`src/rtl/fetch_stage.sv`:
```
// Instruction fetch: one req/ack fetch per instruction, registered word out one cycle after ack.
// Backpressure: instr held in VALID until instr_ready or redirect; no new fetch is issued meanwhile.
module fetch_stage #(
   parameter int                ADDR_W   = 32,
   parameter logic [ADDR_W-1:0] RESET_PC = '0
) (
   input  logic              clk,
   input  logic              rst_n,
   output logic              imem_req,
   output logic [ADDR_W-1:0] imem_addr,
   input  logic              imem_ack,
   input  logic [31:0]       imem_rdata,
   output logic              instr_valid,
   input  logic              instr_ready,
   output logic [31:0]       instr,
   output logic [3:0]        cond,
   output logic [1:0]        op,
   output logic [5:0]        funct,
   output logic [3:0]        rd,
   output logic [ADDR_W-1:0] pc,
   output logic [ADDR_W-1:0] pc_plus8,
   input  logic              redirect,
   input  logic [ADDR_W-1:0] redirect_pc
);

   typedef enum logic [1:0] {
      S_IDLE  = 2'd0,
      S_FETCH = 2'd1,
      S_VALID = 2'd2,
      S_DRAIN = 2'd3
   } state_t;

   state_t            r_state;
   state_t            w_state_nxt;
   logic [ADDR_W-1:0] r_pc;
   logic [ADDR_W-1:0] w_pc_nxt;
   logic [ADDR_W-1:0] r_pending_pc;
   logic [ADDR_W-1:0] w_pending_nxt;
   logic [31:0]       r_instr;
   logic [31:0]       w_instr_nxt;
   logic [ADDR_W-1:0] w_redirect_tgt;

   // Targets are word aligned; the low two bits of redirect_pc are dropped.
   assign w_redirect_tgt = redirect_pc & ~ADDR_W'(3);

   always_ff @(posedge clk or negedge rst_n) begin
      if (!rst_n) begin
         r_state      <= S_IDLE;
         r_pc         <= RESET_PC;
         r_pending_pc <= '0;
         r_instr      <= '0;
      end else begin
         r_state      <= w_state_nxt;
         r_pc         <= w_pc_nxt;
         r_pending_pc <= w_pending_nxt;
         r_instr      <= w_instr_nxt;
      end
   end

   always_comb begin
      w_state_nxt   = r_state;
      w_pc_nxt      = r_pc;
      w_pending_nxt = r_pending_pc;
      w_instr_nxt   = r_instr;
      case (r_state)
         S_IDLE: w_state_nxt = S_FETCH;
         S_FETCH: begin
            if (imem_ack && !redirect) begin
               w_instr_nxt = imem_rdata;
               w_state_nxt = S_VALID;
            end else if (imem_ack && redirect) begin
               w_pc_nxt = w_redirect_tgt;
            end else if (redirect) begin
               // Request already in flight at the old pc: wait for its ack before refetching.
               w_pending_nxt = w_redirect_tgt;
               w_state_nxt   = S_DRAIN;
            end
         end
         S_DRAIN: begin
            if (redirect) w_pending_nxt = w_redirect_tgt;
            if (imem_ack) begin
               w_pc_nxt    = redirect ? w_redirect_tgt : r_pending_pc;
               w_state_nxt = S_FETCH;
            end
         end
         S_VALID: begin
            if (redirect) begin
               w_pc_nxt    = w_redirect_tgt;
               w_state_nxt = S_FETCH;
            end else if (instr_ready) begin
               w_pc_nxt    = r_pc + ADDR_W'(4);
               w_state_nxt = S_FETCH;
            end
         end
         default: w_state_nxt = S_IDLE;
      endcase
   end

   assign imem_req    = (r_state == S_FETCH) || (r_state == S_DRAIN);
   assign imem_addr   = r_pc;
   assign instr_valid = (r_state == S_VALID);
   assign instr       = r_instr;
   assign cond        = r_instr[31:28];
   assign op          = r_instr[27:26];
   assign funct       = r_instr[25:20];
   assign rd          = r_instr[15:12];
   assign pc          = r_pc;
   assign pc_plus8    = r_pc + ADDR_W'(8);

endmodule

```
`config.mk`:
```
export PLATFORM = sky130hd
export DESIGN_NAME = fetch_stage
export DESIGN_NICKNAME = d
export VERILOG_FILES = /design/src/rtl/fetch_stage.sv
export SDC_FILE = /design/constraint.sdc
export NUM_CORES = 1
export LEC_CHECK = 0
export ABC_AREA = 1
export CAP_MARGIN = 10
export CORE_UTILIZATION = 47
export DETAILED_ROUTE_END_ITERATION = 7
export PLACE_DENSITY = 0.82
export SLEW_MARGIN = 20
export SYNTH_ARGS = -nofsm -noshare
export SYNTH_HDL_FRONTEND = slang
export SYNTH_SLANG_ARGS = --single-unit
```
`constraint.sdc`:
```
create_clock -name clk -period 2.1 [get_ports clk]
set_input_delay 0.21 -clock clk [delete_from_list [all_inputs] [get_ports clk]]
set_output_delay 0.21 -clock clk [all_outputs]
set_load 0.02 [all_outputs]
```
==> metrics.txt <==
r2r endpoint=imem_addr[25]$_DFFE_PN0P_; Yosys top cell area share=~39%; pre-CTS setup slack=-0.2861 ns; clock transition at the registers of the reported paths=0.06 ns; status=finished with violations; Ys Warns=0; Fillers=roughly 1,100; kind of critical path=flop to output pin; Max rail drop VDD=a little under 0.9 mV; ANT nets after route=0; Hold Crit Start=redirect; initial antenna violation count=0; vias per inst=roughly 5.0; Synth Register Bits=a little under 100; post-detailed-route wirelength per cell=between 10 and 15 um; GP Congestion=~0.9; Num CTS Buffers=9; I/O Buffers=roughly 210; Worst slew margin=between 50 and 60%; Area contributors post-synth=dfrtp_1 (39%), nand2_1 (23%), buf_4 (6.5%), nor2_1 (5.6%), o21ai_0 (5.4%); largest net degree at the start of global routing=between 40 and 50; layout cells sized above 1=14.43%; most frequent cells in the layout=nand2_1 (378), clkdlybuf4s50_1 (184), buf_4 (101), dfrtp_1 (98), nor2_1 (87); Hold Fails Final Rpt=0; Core Rows=42; global-route usage over all layers=a little over a quarter; CTS tree=yes; routed via count=6,802; vias in the first global route=6,218; CTS Root Cell=clkbuf_16; Clk Latency, worst-skew pair=about 0.34 ns; CTS sink cnt=about 100; number of diodes=0; Detail Placement HPWL=about 15,000 um; Final Core Density=between 60 and 70%; synthesized area per cell=6.735 um^2; CTS max path bufs=2; fin. max-slew vios=0; Starting Density=approximately half; H-tree depth=3; Final Instance Area=between 9000 and 10,000 um^2; post-synth top area cell=dfrtp_1; Max Cap Viol=0; # IOs=approximately 220; Register Area=approximately 2500 um^2; final setup violating endpoints=10; Achievable Freq=449.6 MHz; Worst Setup EP=pc_plus8[21]; worst r2r src=imem_addr[3]$_DFFE_PN0P_; worst reg2reg setup slack=roughly 0.15 ns; Power Density=1535 nW/um^2; RSZ-0062 raised after global routing=true; crit share post-route=105.9%; number of remaining DRC errors=0; worst hold slack=a little under 0.3 ns; crit-path max FO=3; Worst Tran Pin Value=0.6306 ns; setup TNS=-0.5739 ns; Area Overhead vs Synth=45.16%; remaining global-route overflow=0; HP Class=primary input to flop; Setup crit start kind=flop; die footprint=between 10,000 and 15,000 um^2; DRT iter0 DRCs=548; crit path launch=imem_addr[3]$_DFFE_PN0P_; Final min period=~2.2 ns; Seq/Total Area, Yosys=between 30% and 40%; final worst slack=-0.1244 ns; First-pass DRT Iterations=5; Syn Inst Count=between 900 and 1,000; WP data required=between 1.5 and 2 ns; area of the multi-input gates=~3200 um^2; final net count=between 1,000 and 1,500; dpl cell area=roughly 8800 um^2; first-pass GRT wire length=between 30,000 and 40,000 um; failing checks=setup timing; P_leak=~4.4 nW; commonest non-fill, non-tap cell in the layout=nand2_1; Worst Reg-to-Reg Cells=12; Die X=118.2 um; Die H=between 100 and 150 um; Post-Syn Area=roughly 6300 um^2; nature of the critical path endpoint=output pin; Critical Path AT=approximately 2.0 ns; Total Routed Length=about 19,000 um; Yosys cell types=35; Clock Skews=around 0.007 ns; placeable core area=between 10,000 and 15,000 um^2; Mapped Nets=between 1,000 and 1,500
cell usage after synthesis:
| master | instances |
|---|---|
| clkbuf_1 | 26 |
| nand4_1 | 1 |
| a2bb2oi_1 | 1 |
| a31oi_1 | 2 |
| a311o_1 | 1 |
| inv_1 | 68 |
| a21oi_1 | 27 |
| xor2_1 | 33 |
| inv_2 | 5 |
| mux2_2 | 1 |
| nor3_1 | 2 |
| o21bai_1 | 2 |
| nor3_2 | 2 |
| o22a_1 | 1 |
| o21ai_0 | 68 |
| xnor2_1 | 4 |
| o41ai_1 | 2 |
| nand3_1 | 30 |
| o21a_1 | 3 |
| buf_4 | 55 |
| nor4_2 | 1 |
| a22o_1 | 1 |
| nand2_2 | 2 |
| buf_2 | 9 |
| o21ai_1 | 1 |
| buf_1 | 1 |
| a41oi_1 | 1 |
| dfrtp_1 | 98 |
| nand2_1 | 384 |
| nor3_4 | 1 |
| ha_1 | 2 |
| nor2_2 | 8 |
| a22oi_1 | 3 |
| nor2_1 | 95 |
| nand3b_1 | 1 |
final cells by class:
class / count / share of cell area, %
well taps: 176 / 2.391
clock inverters: 5 / 0.3396
multi-input cells: 680 / 34.72
inverters: 73 / 2.975
flip-flops and latches: 98 / 26.63
clock buffers: 10 / 2.595
repair buffers: 305 / 30.35
stage by stage:
step,std cells,power [mW]
6_report,1347,14.14
3_5_place_dp,1328,12.53
4_1_cts,1345,14.00
2_1_floorplan,942,8.550
5_1_grt,1347,15.01
3_3_place_gp,1328,12.38
worst min path at each step:
stage / end / slack, ns / cells after the start
final: r_state[1]$_DFFE_PN0P_ / 0.29 / 3
after global routing: r_state[1]$_DFFE_PN0P_ / 0.29 / 3
after CTS: r_state[1]$_DFFE_PN0P_ / 0.27 / 3
after detailed placement: r_pending_pc[25]$_DFFE_PN0P_ / 0.26 / 1
after global placement: r_pending_pc[25]$_DFFE_PN0P_ / 0.26 / 1
after floorplan: imem_addr[0]$_DFFE_PN0P_ / -0.09 / 0
kinds of logic after synthesis:
family | Yosys count | synth area share, %
xor gates and xnor gates | 37 | 5.107
and+or+nand+nor | 527 | 32.83
DFF | 98 | 38.65
muxes | 1 | 0.1775
buffers and inverters | 164 | 13.13
AOI/OAI and AO/OA | 113 | 9.702
adders and majority gates | 2 | 0.3943
per-layer routing:
metal / up-vias / part of all wire, % / track usage [%]
met5: - / 0 / 0
met4: 0 / 3.3 / 12.66
met3: 41 / 9.2 / 4.778
met2: 350 / 46 / 44.60
met1: 3091 / 41 / 35.83
li1: 3320 / - / -
power breakdown:
group	total [mW]	switching (mW)	internal (mW)
sequential	3.36	0.630	2.74
combinational	9.26	5.17	4.09
clock	1.51	0.691	0.824
state kept, by name (all words and copies together) (netlist names):
| signal | cells |
|---|---|
| imem_addr | 32 |
| instr | 32 |
| r_pending_pc | 32 |
| r_state | 2 |
worst max-delay path, cell delays in order, from the launching register on:
cell	delay, ns
dfrtp_1	0.40
ha_1	0.20
nand2_1	0.08
nor2_2	0.12
nand2_2	0.11
nor4_4	0.21
buf_4	0.17
nand2_1	0.05
xor2_1	0.15
buf_4	0.17
repair_timing:
action | CTS | global route
resized for setup | 106 | 27
hold endpoints to repair | 43 | 0
pin swaps | 2 | 6
setup endpoints to repair | 25 | 32
hold buffers | 1 | 0
setup buffers | 1 | 2
Note: power is estimated with default switching activity, not from simulation.
